<file path="config.mk">
export PLATFORM = sky130hd
export DESIGN_NAME = register_universal_param
export DESIGN_NICKNAME = d
export VERILOG_FILES = /design/src/rtl/register_universal_param.sv
export SDC_FILE = /design/constraint.sdc
export NUM_CORES = 1
export LEC_CHECK = 0
export CAP_MARGIN = 20
export CORE_MARGIN = 1.5
export CORE_UTILIZATION = 45
export DETAILED_ROUTE_END_ITERATION = 8
export PLACE_DENSITY = 0.76
export SYNTH_ARGS = -nofsm -noshare
export SYNTH_HDL_FRONTEND = slang
export SYNTH_SLANG_ARGS = --single-unit
</file>
<file path="constraint.sdc">
create_clock -name Clk -period 1.63 [get_ports Clk]
set_input_delay 0.163 -clock Clk [delete_from_list [all_inputs] [get_ports Clk]]
set_output_delay 0.163 -clock Clk [all_outputs]
set_load 0.005 [all_outputs]
</file>
<file path="src/rtl/register_universal_param.sv">
// Universal WIDTH-bit register: hold, load, shift, rotate, increment and decrement.
// Updates on the falling clock edge, gated by active-low enable, with async active-low reset.
module register_universal_param #(
  parameter int unsigned      WIDTH       = 8,
  parameter logic [WIDTH-1:0] RESET_VALUE = '0
) (
  input  logic             Clk,
  input  logic             Resetbar,
  input  logic             Enbar,
  input  logic [2:0]       Mode,
  input  logic [WIDTH-1:0] in,
  input  logic             SerialIn,
  output logic [WIDTH-1:0] out,
  output logic             Carry,
  output logic             Zero
);

  if (WIDTH < 2) begin : g_width_check
    $error("register_universal_param: WIDTH must be >= 2");
  end

  typedef enum logic [2:0] {
    MODE_HOLD = 3'b000,
    MODE_LOAD = 3'b001,
    MODE_SHL  = 3'b010,
    MODE_SHR  = 3'b011,
    MODE_ROL  = 3'b100,
    MODE_ROR  = 3'b101,
    MODE_INC  = 3'b110,
    MODE_DEC  = 3'b111
  } mode_e;

  localparam logic [WIDTH:0] ONE_EXT = (WIDTH + 1)'(1);

  logic [WIDTH-1:0] out_q, out_d;
  logic             carry_q, carry_d;

  always_comb begin
    out_d   = out_q;
    carry_d = carry_q;
    if (!Enbar) begin
      case (mode_e'(Mode))
        MODE_HOLD: begin
          out_d   = out_q;
          carry_d = carry_q;
        end
        MODE_LOAD: begin
          out_d   = in;
          carry_d = 1'b0;
        end
        MODE_SHL: begin
          out_d   = {out_q[WIDTH-2:0], SerialIn};
          carry_d = out_q[WIDTH-1];
        end
        MODE_SHR: begin
          out_d   = {SerialIn, out_q[WIDTH-1:1]};
          carry_d = out_q[0];
        end
        MODE_ROL: begin
          out_d   = {out_q[WIDTH-2:0], out_q[WIDTH-1]};
          carry_d = out_q[WIDTH-1];
        end
        MODE_ROR: begin
          out_d   = {out_q[0], out_q[WIDTH-1:1]};
          carry_d = out_q[0];
        end
        // The extra top bit of the widened sum/difference is the wrap flag.
        MODE_INC: {carry_d, out_d} = {1'b0, out_q} + ONE_EXT;
        MODE_DEC: {carry_d, out_d} = {1'b0, out_q} - ONE_EXT;
        // An unknown mode poisons the result instead of quietly holding.
        default: begin
          out_d   = 'x;
          carry_d = 1'bx;
        end
      endcase
    end
  end

  always_ff @(negedge Clk or negedge Resetbar) begin
    if (!Resetbar) begin
      out_q   <= RESET_VALUE;
      carry_q <= 1'b0;
    end else begin
      out_q   <= out_d;
      carry_q <= carry_d;
    end
  end

  assign out   = out_q;
  assign Carry = carry_q;
  assign Zero  = (out_q == '0);

endmodule
</file>
==> results of run 1 <==
-- kinds of logic after synthesis --
kind of cell    Yosys count  synth area share
compound gates           49             0.331
xor+xnor                  4            0.0330
fa+ha+maj                 2            0.0236
buf+inv                  21            0.0955
flops                     9             0.212
mux                       4            0.0377
simple gates             53             0.267
-- routing by layer --
layer | GRT usage | GRT overflow
met5 | 0.0476 | 0
met4 | 0.943 | 32
met3 | 0.540 | 1
met2 | 0.985 | 44
met1 | 0.852 | 1
-- what timing repair did --
action | in CTS
buffers inserted | 24
endpoints found under the setup margin | 19
gates cloned | 2
gates resized for setup | 115
pin swaps | 22
-- per-stage QoR --
| stage | cell area [um2] | std cells | setup TNS [ps] |
|---|---|---|---|
| after floorplan | 1150 | 142 | -3120 |
| after global placement | 1600 | 218 | -13140 |
| after detailed placement | 1600 | 218 | -13660 |
| after CTS | 2010 | 248 | -5280 |
==> results_dict.tcl, run 1 <==
set metrics [dict create \
    failing_step "5_1_grt" \
    numPortBuffers 24 \
    rows 17 \
    yosysMostFrequentCell "nand2_1" \
    synthTopCellsByCount "nand2_1 (15), nor2_1 (14), buf_2 (9), dfrtn_1 (9), o21ai_0 (8)" \
    dpl_worst_slack_ps -1100 \
    syn_nets 159 \
    synth_edf_count 0 \
    grt_usage 0.816 \
    grt_max_degree 11 \
    ys_warn_count 0 \
    pin_count 25 \
    die_w_um 51.6 \
    grt_worst_setup_endpoint "Zero" \
    ys_async_sr_fraction 1.00 \
    post-dp-hpwl_mm 2.66 \
    yosysSeqAreaShare 0.212 \
    ctsHoldBuffers 0 \
    htreeDepth 1 \
    syn_area_um2 1060 \
    grt_overflow 78 \
    cts_root_buffer "clkbuf_4" \
    start_util 0.480 \
    clock_path_buffers 2 \
    gp_routability_congestion 0.997 \
    endpoint_type "primary output" \
    synth_area_leaders "dfrtn_1 (21%), nand2_1 (5.3%), nor2_1 (5.0%)" \
    netlist_instances 142 \
    clock_sinks 9 \
    stop_error "[ERROR GRT-0232] Routing congestion too high. Check the congestion heatmap in the GUI." \
    outcome "aborted with a tool error" \
    die_h_um 51.6 \
    synth_top_cell_by_area "dfrtn_1" \
    synthDominantCellAreaShare 0.212 \
    ys_seq_elements 9 \
    ys.flop_type "dfrtn_1" \
    synth_cell_type_count 53 \
    synth.avg_cell_area_um2 7.47 \
    numCtsBuffers 3 \
]
==> run 2: changes to the inputs <==
--- a/config.mk
+++ b/config.mk
@@ -6,10 +6,10 @@
 export NUM_CORES = 1
 export LEC_CHECK = 0
 export CAP_MARGIN = 20
-export CORE_MARGIN = 1.5
-export CORE_UTILIZATION = 45
+export CORE_AREA = 2 2 63 65
 export DETAILED_ROUTE_END_ITERATION = 8
-export PLACE_DENSITY = 0.76
+export DIE_AREA = 0 0 65 67
+export PLACE_DENSITY_LB_ADDON = 0.15
 export SYNTH_ARGS = -nofsm -noshare
 export SYNTH_HDL_FRONTEND = slang
 export SYNTH_SLANG_ARGS = --single-unit
==> constraint.sdc (replaced) <==
create_clock -name Clk -period 2.1 [get_ports Clk]
set_input_delay 0.21 -clock Clk [delete_from_list [all_inputs] [get_ports Clk]]
set_output_delay 0.21 -clock Clk [all_outputs]
set_load 0.005 [all_outputs]
==> results_dict.tcl, run 2 <==
set metrics [dict create \
    rows 22 \
    hold-path-cell-count 2 \
    setup_tns_ps -1420 \
    post-dp-hpwl_mm 2.69 \
    antenna_left 0 \
    busiest_layer "met2" \
    worstSetupEndpointType "primary output" \
    cts_tree "built" \
    required_ps 1890 \
    start_kind "flip-flop" \
    core_um2 3610 \
    grt_pass1_wl_mm 7.40 \
    clkPwrFrac 0.173 \
    grt_max_degree 11 \
    p_switching_uw 449 \
    largest_register_ffs 8 \
    synth_top_cell_by_area "dfrtn_1" \
    finalWirelength_mm 4.64 \
    finalHoldViolCount 0 \
    ctsHoldBuffers 0 \
    clock_latency_ps 260 \
    irDropWorstVdd_uv 200 \
    yosysSeqAreaShare 0.212 \
    synth.avg_cell_area_um2 7.47 \
    combPwrFrac 0.636 \
    seq_power_share 0.191 \
    powerDensity_nw_per_um2 564 \
    drt_pass1_iterations 4 \
    cts_root_buffer "clkbuf_8" \
    power.leakage_uw 0.000948 \
    pin_count 25 \
    die_w_um 65 \
    fillers 307 \
    drc 0 \
    syn_area_um2 1060 \
    total_power_uw 1220 \
    grtUsageMet3 0.0270 \
    ys_seq_elements 9 \
    synth_cell_type_count 53 \
    ff_latch_area_um2 225 \
    numPortBuffers 24 \
    gp_routability_congestion 0.870 \
    grtUsageMet2 0.405 \
    syn_nets 159 \
    numCtsBuffers 3 \
    start_util 0.294 \
    crit_type "flip-flop to primary output" \
    worst_path_max_delay_cell "or3_4" \
    antenna_found_initial 0 \
    fin_skew_ps 4.19 \
    final_core_util 0.598 \
    area_growth_pct 103 \
    ys.flop_type "dfrtn_1" \
    num_vias 1465 \
    violations "negative setup slack" \
    nets 239 \
    dpl_worst_slack_ps -874 \
    internal-power_uw 767 \
    grt_overflow 0 \
    tightest_slew_ps 347 \
    holdCritPathClass "flip-flop to flip-flop" \
    rsz0062_at_grt "true" \
    synthTopCellsByCount "nand2_1 (15), nor2_1 (14), buf_2 (9), dfrtn_1 (9), o21ai_0 (8)" \
    path_max_fanout 2 \
    place_area_um2 1590 \
    path_cells "or3_4 -> and4bb_1 -> buf_2" \
    antenna_cells 0 \
    arrival_ps 2440 \
    via_per_inst 5.45 \
    drtIter0Drc 184 \
    relSlewSlack 0.768 \
    clock_sinks 9 \
    htreeDepth 1 \
    fp.dieArea_um2 4360 \
    final_cell_mix "buf_4 (41), buf_6 (28), nor2_1 (11), nand2_1 (11)" \
    worst_slack_ps -552 \
    setup_violations 13 \
    swShare 0.369 \
    ys_warn_count 0 \
    ff2ff_path_depth 10 \
    netlist_instances 142 \
    slowest_delay_ps 400 \
    synthDominantCellAreaShare 0.212 \
    finalInstanceArea_um2 2160 \
    grt_pass1_vias 1547 \
    path_clk_slew_ps 40 \
    layout_commonest_cell "buf_4" \
    die_h_um 67 \
    clock_path_buffers 2 \
    outcome "complete, but fails checks" \
    ys_async_sr_fraction 1.00 \
    synth_area_leaders "dfrtn_1 (21%), nand2_1 (5.3%), nor2_1 (5.0%)" \
    drv_slew 0 \
    synth_edf_count 0 \
    yosysMostFrequentCell "nand2_1" \
    layout-drive-gt1-share 0.543 \
    grt_usage 0.225 \
    wire_per_inst_um 17.2 \
    gr-usage-met1 0.267 \
    cap_violations 0 \
    multi_input_area_um2 893 \
]
-- run 2: cell counts after synthesis --
Identical to the previous run, type by type.
-- run 2: timing repair --
| item | CTS | global route |
|---|---|---|
| endpoints found under the setup margin | 19 | 18 |
| gates cloned | 2 | 0 |
| buffers inserted | 24 | 9 |
| pin swaps | 20 | 12 |
| resized for setup | 118 | 24 |
-- run 2: through the flow --
stage | instances | hold slack [ps]
6_report | 269 | 457
5_1_grt | 269 | 482
4_1_cts | 266 | 487
3_5_place_dp | 236 | 492
3_3_place_gp | 236 | 469
2_1_floorplan | 142 | 481
-- run 2: final cells by class --
class,instances,area share
Clock buffer,4,0.0209
Inverter,6,0.0128
Multi-Input combinational cell,112,0.414
Sequential cell,9,0.104
Tap cell,48,0.0279
Timing Repair Buffer,90,0.420
-- run 2: path summary, 6_finish.rpt --
check / startpoint / to / slack (ps)
worst max register to register: out[2]$_DFFE_NN0P_ / out[7]$_DFFE_NN0P_ / 70
worst max-delay path: out[4]$_DFFE_NN0P_ / Zero / -550
worst min register to register: Carry$_DFFE_NN0P_ / Carry$_DFFE_NN0P_ / 460
max in group asynchronous: Resetbar / out[6]$_DFFE_NN0P_ / 730
min in group asynchronous: Resetbar / out[4]$_DFFE_NN0P_ / 1190
worst min-delay path: Carry$_DFFE_NN0P_ / Carry$_DFFE_NN0P_ / 460
-- run 2: kinds of logic (layout without fill, tap and decap cells) --
group,Yosys count,count (layout),share of synthesized area
AO/OA/AOI/OAI,49,49,0.331
multiplexers,4,4,0.0377
flip-flops,9,9,0.212
adder cells (fa/ha/maj),2,2,0.0236
XOR/XNOR,4,4,0.0330
AND/OR/NAND/NOR,53,53,0.267
buffers and inverters,21,100,0.0955
-- run 2: worst max-delay path: cells and delay by family, from the launching register on --
| family | cells | cell delay, ps |
|---|---|---|
| buffers and inverters | 1 | 120 |
| flip-flops | 1 | 350 |
| AND/OR/NAND/NOR | 2 | 670 |
-- run 2: power by group through the flow --
stage | logic, uW | clock network, uW | registers (uW)
6_report | 773 | 211 | 232
2_1_floorplan | 291 | 0 | 242
5_1_grt | 829 | 222 | 235
3_5_place_dp | 528 | 0 | 228
4_1_cts | 712 | 212 | 229
3_3_place_gp | 529 | 0 | 227
-- run 2: layer usage --
layer / share of wire / vias up
met4: 0.016 / 0
li1: - / 689
met2: 0.51 / 42
met3: 0.040 / 7
met1: 0.43 / 727
met5: 0 / -
No activity file was read; power rests on OpenSTA's default activity.
==> run 3: changes to the inputs <==
--- a/config.mk
+++ b/config.mk
@@ -6,10 +6,12 @@
 export NUM_CORES = 1
 export LEC_CHECK = 0
 export CAP_MARGIN = 20
+export CELL_PAD_IN_SITES_DETAIL_PLACEMENT = 0
+export CELL_PAD_IN_SITES_GLOBAL_PLACEMENT = 1
 export CORE_AREA = 2 2 63 65
 export DETAILED_ROUTE_END_ITERATION = 8
 export DIE_AREA = 0 0 65 67
-export PLACE_DENSITY_LB_ADDON = 0.15
+export PLACE_DENSITY = 0.63
 export SYNTH_ARGS = -nofsm -noshare
 export SYNTH_HDL_FRONTEND = slang
 export SYNTH_SLANG_ARGS = --single-unit
==> constraint.sdc (replaced) <==
create_clock -name Clk -period 2.1 [get_ports Clk]
set_input_delay 0.21 -clock Clk [delete_from_list [all_inputs] [get_ports Clk]]
set_output_delay 0.21 -clock Clk [all_outputs]
set_load 0.01 [all_outputs]
==> results_dict.tcl, run 3 (synthesis gave the netlist of run 2 again) <==
set metrics [dict create \
    antenna_cells 0 \
    rows 22 \
    arrival_ps 2450 \
    fp.dieArea_um2 4360 \
    whs_ps 479 \
    largest_register_ffs 8 \
    gp_routability_congestion 0.862 \
    grt_max_degree 11 \
    required_ps 1890 \
    ff2ff_path_depth 9 \
    drtIter0Drc 54 \
    grt_usage 0.210 \
    cts_tree "built" \
    rsz0062_at_grt "true" \
    final_cell_mix "buf_4 (40), buf_6 (29), nand2_1 (14)" \
    power.leakage_uw 0.000914 \
    outcome "complete, but fails checks" \
    die_h_um 67 \
    layout-drive-gt1-share 0.491 \
    clock_sinks 9 \
    start_kind "flip-flop" \
    powerDensity_nw_per_um2 562 \
    violations "negative setup slack" \
    layout_commonest_cell "buf_4" \
    numCtsBuffers 3 \
    drt_pass1_iterations 4 \
    drv_slew 0 \
    fillers 330 \
    hold-path-cell-count 2 \
    crit_type "flip-flop to primary output" \
    final_core_util 0.571 \
    htreeDepth 1 \
    pin_count 25 \
    multi_input_area_um2 843 \
    die_w_um 65 \
    clock_latency_ps 250 \
    irDropWorstVdd_uv 201 \
    grt_pass1_vias 1505 \
    setup_violations 16 \
    finalHoldViolCount 0 \
    cts_root_buffer "clkbuf_8" \
    finalWirelength_mm 3.99 \
    clock_path_buffers 2 \
    ff_latch_area_um2 225 \
    via_per_inst 5.24 \
    cap_violations 0 \
    grt_pass1_wl_mm 7.00 \
    nets 238 \
    setup_tns_ps -1590 \
    path_max_fanout 2 \
    worst_slack_ps -562 \
    antenna_left 0 \
    relSlewSlack 0.775 \
    worstSetupEndpointType "primary output" \
    grt_overflow 0 \
    wire_per_inst_um 14.9 \
    total_power_uw 1160 \
    post-dp-hpwl_mm 2.81 \
    drc 0 \
    holdCritPathClass "flip-flop to flip-flop" \
    numPortBuffers 24 \
    core_um2 3610 \
    num_vias 1403 \
    tightest_slew_ps 337 \
    start_util 0.294 \
    area_growth_pct 94.0 \
    path_clk_slew_ps 40 \
    fin_skew_ps 2.24 \
    antenna_found_initial 0 \
]
run 3: stage by stage:
step / cells / worst slack (ps) / cell area, um2
2_1_floorplan: 142 / -395 / 1180
3_3_place_gp: 236 / -838 / 1630
3_5_place_dp: 236 / -852 / 1630
4_1_cts: 265 / -563 / 2000
5_1_grt: 268 / -600 / 2060
6_report: 268 / -562 / 2060
run 3: metal layers:
metal  up-vias  wire, um  share of wire  GRT usage
met5         -         0              0          0
met4         0        87          0.022      0.104
met3        10       227          0.057     0.0372
met2        44      1920           0.48      0.345
met1       660      1750           0.44      0.262
li1        689         -              -          -
run 3: worst max-delay path, cell delays in order (launching register included):
cell,delay (ps)
dfrtn_1,350
or3_4,400
and4bb_1,270
buf_2,140
run 3: power breakdown:
| group | switching, uW | internal [uW] | total (uW) |
|---|---|---|---|
| logic | 325 | 399 | 724 |
| clock network | 68.1 | 132 | 200 |
| registers | 22.2 | 209 | 231 |
| total | 416 | 740 | 1160 |
run 3: what timing repair did:
item,in CTS,in global routing
hold buffers,0,0
gates resized for setup,101,14
pin swaps,23,10
setup buffers,23,5
endpoints found under the setup margin,19,18
gates cloned,2,0
run 3: cell type report:
cell class	count	area share
clock buffers	4	0.0219
inverters	6	0.0146
multi-input cells	112	0.410
flip-flops and latches	9	0.109
well taps	48	0.0292
repair buffers	89	0.415
run 3: final timing paths:
check                                      to  slack (ps)                from
hold reg to reg             Carry$_DFFE_NN0P_         480   Carry$_DFFE_NN0P_
hold / removal              Carry$_DFFE_NN0P_         480   Carry$_DFFE_NN0P_
max in group asynchronous  out[3]$_DFFE_NN0P_         730            Resetbar
min in group asynchronous  out[7]$_DFFE_NN0P_        1190            Resetbar
setup reg to reg           out[7]$_DFFE_NN0P_         120  out[2]$_DFFE_NN0P_
setup / recovery                         Zero        -560  out[2]$_DFFE_NN0P_
